===== src/rtl/packet_frame_loader.sv =====
// Collects fixed-size packets into an N_SAMPLES-deep sample buffer and hands the
// completed frame to a consumer, aborting partial frames on an inter-packet gap timeout.
module packet_frame_loader #(
  parameter logic [15:0] PACKET_SIZE = 16'd2,
  parameter int          N_SAMPLES   = 64,
  parameter int          ADDR_W      = 6,
  parameter logic [23:0] TIMEOUT     = 24'd120000
) (
  input  logic                     clk,
  input  logic                     rst,
  input  logic [PACKET_SIZE*8-1:0] packet,
  input  logic                     packet_ready,
  output logic                     wr_en,
  output logic [ADDR_W-1:0]        wr_addr,
  output logic [PACKET_SIZE*8-1:0] wr_data,
  output logic                     frame_valid,
  input  logic                     frame_ack,
  output logic                     busy,
  output logic                     timeout_err,
  output logic                     overrun_err
);

  localparam logic [ADDR_W-1:0] LAST_ADDR = ADDR_W'(N_SAMPLES - 1);
  localparam logic [23:0]       GAP_LAST  = TIMEOUT - 24'd1;

  typedef enum logic [1:0] {
    IDLE = 2'd0,
    LOAD = 2'd1,
    FULL = 2'd2
  } state_t;

  state_t                   r_state, w_stateNext;
  logic [ADDR_W-1:0]        r_count, w_countNext;
  logic [23:0]              r_gap, w_gapNext;
  logic                     r_wrEn, w_wrEnNext;
  logic [ADDR_W-1:0]        r_wrAddr, w_wrAddrNext;
  logic [PACKET_SIZE*8-1:0] r_wrData, w_wrDataNext;
  logic                     r_frameValid, w_frameValidNext;
  logic                     r_busy, w_busyNext;
  logic                     r_timeoutErr, w_timeoutErrNext;
  logic                     r_overrunErr, w_overrunErrNext;

  always_ff @(posedge clk or posedge rst) begin
    if (rst) begin
      r_state      <= IDLE;
      r_count      <= '0;
      r_gap        <= '0;
      r_wrEn       <= 1'b0;
      r_wrAddr     <= '0;
      r_wrData     <= '0;
      r_frameValid <= 1'b0;
      r_busy       <= 1'b0;
      r_timeoutErr <= 1'b0;
      r_overrunErr <= 1'b0;
    end else begin
      r_state      <= w_stateNext;
      r_count      <= w_countNext;
      r_gap        <= w_gapNext;
      r_wrEn       <= w_wrEnNext;
      r_wrAddr     <= w_wrAddrNext;
      r_wrData     <= w_wrDataNext;
      r_frameValid <= w_frameValidNext;
      r_busy       <= w_busyNext;
      r_timeoutErr <= w_timeoutErrNext;
      r_overrunErr <= w_overrunErrNext;
    end
  end

  // All outputs are registered; this block decides their values for the next cycle.
  always_comb begin
    w_stateNext      = r_state;
    w_countNext      = r_count;
    w_gapNext        = r_gap;
    w_wrEnNext       = 1'b0;
    w_wrAddrNext     = r_wrAddr;
    w_wrDataNext     = r_wrData;
    w_frameValidNext = r_frameValid;
    w_busyNext       = r_busy;
    w_timeoutErrNext = r_timeoutErr;
    w_overrunErrNext = r_overrunErr;

    unique case (r_state)
      IDLE: begin
        if (packet_ready) begin
          w_wrEnNext       = 1'b1;
          w_wrAddrNext     = '0;
          w_wrDataNext     = packet;
          w_timeoutErrNext = 1'b0;
          w_countNext      = ADDR_W'(1);
          w_gapNext        = '0;
          w_busyNext       = 1'b1;
          w_stateNext      = LOAD;
        end
      end

      LOAD: begin
        // A packet arriving on the last gap cycle still counts, so it is tested first.
        if (packet_ready) begin
          w_wrEnNext   = 1'b1;
          w_wrAddrNext = r_count;
          w_wrDataNext = packet;
          w_gapNext    = '0;
          if (r_count == LAST_ADDR) begin
            w_frameValidNext = 1'b1;
            w_busyNext       = 1'b0;
            w_countNext      = '0;
            w_stateNext      = FULL;
          end else begin
            w_countNext = r_count + 1'b1;
          end
        end else if (r_gap == GAP_LAST) begin
          w_stateNext      = IDLE;
          w_busyNext       = 1'b0;
          w_countNext      = '0;
          w_gapNext        = '0;
          w_timeoutErrNext = 1'b1;
        end else begin
          w_gapNext = r_gap + 24'd1;
        end
      end

      FULL: begin
        if (frame_ack) begin
          w_frameValidNext = 1'b0;
          w_overrunErrNext = 1'b0;
          w_stateNext      = IDLE;
        end
        // A dropped packet outranks the acknowledge's clear of the overrun flag.
        if (packet_ready) begin
          w_overrunErrNext = 1'b1;
        end
      end

      default: begin
        w_stateNext = IDLE;
      end
    endcase
  end

  assign wr_en       = r_wrEn;
  assign wr_addr     = r_wrAddr;
  assign wr_data     = r_wrData;
  assign frame_valid = r_frameValid;
  assign busy        = r_busy;
  assign timeout_err = r_timeoutErr;
  assign overrun_err = r_overrunErr;

endmodule


===== config.mk =====
export PLATFORM = sky130hd
export DESIGN_NAME = packet_frame_loader
export DESIGN_NICKNAME = d
export VERILOG_FILES = /design/src/rtl/packet_frame_loader.sv
export SDC_FILE = /design/constraint.sdc
export NUM_CORES = 1
export LEC_CHECK = 0
export CAP_MARGIN = 10
export CELL_PAD_IN_SITES_DETAIL_PLACEMENT = 1
export CELL_PAD_IN_SITES_GLOBAL_PLACEMENT = 1
export CORE_MARGIN = 8
export CORE_UTILIZATION = 25
export CTS_BUF_LIST = sky130_fd_sc_hd__clkbuf_8
export DETAILED_ROUTE_END_ITERATION = 8
export GPL_TIMING_DRIVEN = 0
export PLACE_DENSITY = 0.52
export SETUP_SLACK_MARGIN = 0.02
export SKIP_CTS_REPAIR_TIMING = 1
export SYNTH_ARGS = -nofsm -noshare
export SYNTH_HDL_FRONTEND = slang
export SYNTH_SLANG_ARGS = --single-unit

===== constraint.sdc =====
create_clock -name clk -period 2.3 [get_ports clk]
set_input_delay 0.46 -clock clk [delete_from_list [all_inputs] [get_ports clk]]
set_output_delay 0.46 -clock clk [all_outputs]
set_load 0.005 [all_outputs]

**After elaboration in Yosys (flattened, before gate mapping)**

Cells that the tools add are included.
Widths: inputs -> output; s select.

- Register bits: 59
- Output and inout port bits: 27
- Bits of input ports: 20
- Word-level logic and storage cells: 72

- Reductions and logical operators: 14
- Muxes and demuxes: 34
- Equality and inequality tests: 12
- Add/sub/neg operators: 2

Operators with widths:

| cell | count |
|---|---|
| $mux 24 | 3 |
| $pmux 24 s2 | 1 |
| $mux 6 | 6 |
| $add 24x1->24 const B | 1 |
| $eq 24x17->1 const B | 1 |
| $pmux 6 s2 | 2 |
| $reduce_and 4->1 | 4 |
| $mux 1 | 13 |
| $ne 2x2->1 const B | 6 |
| $mux 2 | 5 |
| $add 6x1->6 const B | 1 |
| $eq 6x6->1 const B | 1 |
| $ne 3x3->1 const B | 2 |
| $pmux 1 s2 | 3 |
| $pmux 2 s3 | 1 |
| $reduce_and 2->1 | 3 |
| $reduce_and 3->1 | 2 |
| $reduce_bool 2->1 | 3 |
| $eq 2x1->1 const B | 1 |
| $eq 2x2->1 const B | 1 |
| $logic_not 2->1 | 1 |
| $reduce_or 2->1 | 1 |

**Longest topological paths before layout**

- Depth after elaboration: 4
- Gate-level depth with buffers: 7

**Least setup slack after synthesis**

No wires, ideal clock.

- Path type: register -> register
- Start: register r_gap[21]
- End: register r_count[2]
- Cell stages (with the launch flop): 7
- Setup time: 0.125 ns
- Path slack: 0.437 ns
- Arrival time: 1.738 ns
- Buffers on the path: 1
- Data required time: 2.175 ns
- Cell sequence: dfrtp_1 or4b_4 nor4_4 nand4_2 o21ai_4 buf_6 o22ai_1

- Cells in the longest elaborated chain, start to end: 3

Ends and longest elaborated chain:

| element | line | source |
|---|---|---|
| start: declaration | 34 | `logic [23:0] r_gap, w_gapNext;` |
| start signal: assignment | 58 | `r_gap <= w_gapNext;` |
| $eq 24x17->1 | 111 | `end else if (r_gap == GAP_LAST) begin` |
| $ne 3x3->1 (no line) | - |  |
| $reduce_and 3->1 (no line) | - |  |
| end signal: assignment | 57 | `r_count <= w_countNext;` |
| end: declaration | 33 | `logic [ADDR_W-1:0] r_count, w_countNext;` |

Every way passes these cells.
A chain may end at the register's enable or synchronous reset.

**Worst setup path in the final report**

- Start: register r_gap[10]
- End: register r_count[4]

Same word-level chain as after synthesis.

==> metrics <==
status=complete, no violations; sequential-to-total area share from yosys stat=0.518; P_leak=0.00160 uW; max-slew violations=0; met1 Use GR=0.143; Synth top area share=0.518; FF/Latch Area=1480 um2; grt peak-use layer=met2; RSZ-0062 raised after global routing=false; Via-to-Cell Ratio=4.54; Yosys warning total=0; antenna cells=0; synth top area cells=dfrtp_1, nand2_1, nor2_1; number of remaining DRC errors=0; Skew-Pair Late Insertion Delay=0.35 ns; grt ovf=0; placed cell areas=3490 um2; Worst Path Required=2.52 ns; multi-input combinational cell area=1250 um2; met2 Usage GRT=0.177; routability-driven placement congestion ratio=0.757; Synth Register Bits=59; Longest Clk Path Bufs=2; post-route design area=3740 um2; Pwr Total=2660 uW; crit start category=register; Detailed Place HPWL=5580 um; EDFF count, synth=0; Root Driver=clkbuf_8; fillers=1,348; Gate Count Post-Synth=311; Top FF cell, synth=dfrtp_1; Buf/Inv on CP=1; core area=11,300 um2; fin crit period=2.10 ns; Avg Synthesized Cell Area=9.16 um2; die area=15,100 um2; clk sinks=59; Fin Clk Skew=0.0115 ns; DRT Pass-1 Iters=4; max_cap viols=0; max incr delay on CP=0.51 ns; routed vias=2,343; Die H=123 um; clk slew on worst S/H paths=0.07 ns; kind of end point of the critical path=register; DRT iter0 DRCs=80; final wirelength=7990 um; I/O pin count=47; initial antenna violation count=0; CTS Buf Count=9; Unique masters post-synth=47; largest net degree at the start of global routing=60; Post-Syn Area=2850 um2; crit-path cells=or4b_4 > nor4_4 > nand4_2 > o21ai_4 > buf_6 > o22ai_1; fraction of layout cells with a size suffix above 1=0.102; vias in the first global route=2,447; Overall Global Routing Usage=0.112; CTS tree=done; FP Rows=39; # port buffers=46; worst slew pin tran=0.780 ns; fmax=0.477 GHz; Critical Path AT=2.32 ns; critical path type=register to register; nets=390; Pwr per Cell Area=711 nW/um2; Max VDD drop=0.000223 V; global-route wire length before repair=13,200 um; fin util=0.332; crit-path max FO=10; Final setup viols=0; Hold Path Class=register to register; Synth-to-Final Area Change=31.2%; met3 GRT Util=0.0285; slowest library cell on the worst path=or4b_4; Yosys top cell by area=dfrtp_1; ys async rst share=1.00; Die X=123 um; H-Tree Depth=3; Final period util=0.912; Slew HR=0.480; Routed Antenna Nets=0; Initial Utilization=0.253; WL per Instance=15.5 um; Mapped Nets=333; Hold Violations, Final=0; crit-path leading delay family=simple AND/OR/NAND/NOR gates
-- worst reg2reg max path: stages (launching register included) --
cell	delay (ns)
dfrtp_1	0.47
or4b_4	0.51
nor4_4	0.28
nand4_2	0.18
o21ai_4	0.25
buf_6	0.18
o22ai_1	0.09
-- state kept, by name, indices dropped and copies added (netlist names), 2 cells and up --
name     flops
wr_data     16
wr_addr      6
r_gap       24
r_state      2
r_count      6
-- routing by layer --
layer / part of all wire / vias up
met5: 0 / -
met2: 0.44 / 53
met1: 0.49 / 1119
met3: 0.055 / 12
met4: 0.015 / 0
li1: - / 1159
-- Yosys cell counts (2+ instances only) --
| library cell | n |
|---|---|
| nor2_1 | 32 |
| nor3_1 | 9 |
| buf_6 | 3 |
| and3_2 | 2 |
| o22ai_1 | 2 |
| nand4_1 | 4 |
| o21ai_0 | 21 |
| or2b_2 | 2 |
| mux2i_1 | 2 |
| ha_1 | 2 |
| inv_1 | 11 |
| nor4_1 | 3 |
| o2bb2ai_1 | 2 |
| buf_4 | 2 |
| o31ai_1 | 2 |
| clkbuf_1 | 5 |
| a21oi_1 | 5 |
| xor2_1 | 6 |
| xnor2_1 | 11 |
| buf_2 | 2 |
| dfrtp_1 | 59 |
| nand3_1 | 17 |
| nand2_1 | 78 |
| and3_1 | 5 |
| nand2b_1 | 2 |
-- final timing paths --
| kind | start | end | slack [ns] | cells after the start |
|---|---|---|---|---|
| max | r_gap[10]$_DFFE_PP0P_ | r_count[4]$_DFFE_PP0P_ | 0.20 | 6 |
| min | wr_data[13]$_DFFE_PP0P_ | wr_data[13]$_DFFE_PP0P_ | 0.47 | 2 |
| max reg2reg | r_gap[10]$_DFFE_PP0P_ | r_count[4]$_DFFE_PP0P_ | 0.20 | 6 |
| min reg2reg | wr_data[13]$_DFFE_PP0P_ | wr_data[13]$_DFFE_PP0P_ | 0.47 | 2 |
| max in group asynchronous | rst | r_gap[10]$_DFFE_PP0P_ | 1.17 | 2 |
| min in group asynchronous | rst | wr_data[11]$_DFFE_PP0P_ | 0.61 | 2 |
-- area by class of cell --
class | count | area share
sequential | 59 | 0.395
multi-input combinational | 228 | 0.335
timing repair buffer | 46 | 0.123
tap | 143 | 0.0479
clock buffer | 10 | 0.0368
clock inverter | 6 | 0.0278
buffer | 13 | 0.0221
inverter | 11 | 0.0117
-- kinds of logic after synthesis --
logic type | Yosys count | share of synthesized area
buf+inv | 24 | 0.0435
fa+ha+maj | 2 | 0.00878
xor+xnor | 17 | 0.0523
mux | 2 | 0.00703
simple gates | 167 | 0.279
flops | 59 | 0.518
compound gates | 40 | 0.0909
-- metrics by stage --
stage	cells	setup slack (ns)	setup TNS (ns)	hold WS (ns)
floorplan	311	0.384	0	0.470
global placement	500	-0.996	-59.33	0.458
detailed placement	500	-0.254	-0.860	0.462
CTS	516	0.116	0	0.480
global route	516	0.0420	0	0.496
finish	516	0.203	0	0.474
-- placed cells by master, fill, tap and decap left out, drive strengths merged --
cell type,Yosys,layout
nor4,5,5
clkdlybuf4s50,0,46
and3,7,7
buf,7,7
a32o,1,1
or4,1,1
nor2b,1,1
nand3,17,17
clkbuf,6,16
a31oi,1,1
dfrtp,59,59
mux2i,2,2
o211ai,1,1
a21o,1,1
or3,1,1
nand2,78,78
nor4bb,1,1
o21bai,2,2
and4,2,2
inv,11,12
nor3b,1,1
nand4,5,5
or2b,2,2
o31ai,2,2
o2bb2ai,2,2
ha,2,2
nor2,32,32
or2,1,1
a211o,1,1
o22ai,2,2
xnor2,11,11
clkinv,0,2
nor3,9,9
or4b,2,2
o21ai,22,22
nand2b,2,2
bufinv,0,3
a21oi,5,5
xor2,6,6
-- power by group --
part / leakage, uW / internal [uW] / switching, uW / total [uW]
combinational: 0.000698 / 165 / 153 / 318
clock: 0.000127 / 742 / 443 / 1190
sequential: 0.000775 / 1100 / 49.4 / 1150
total: 0.00160 / 2010 / 646 / 2660
Note: power is estimated with default switching activity, not from simulation.
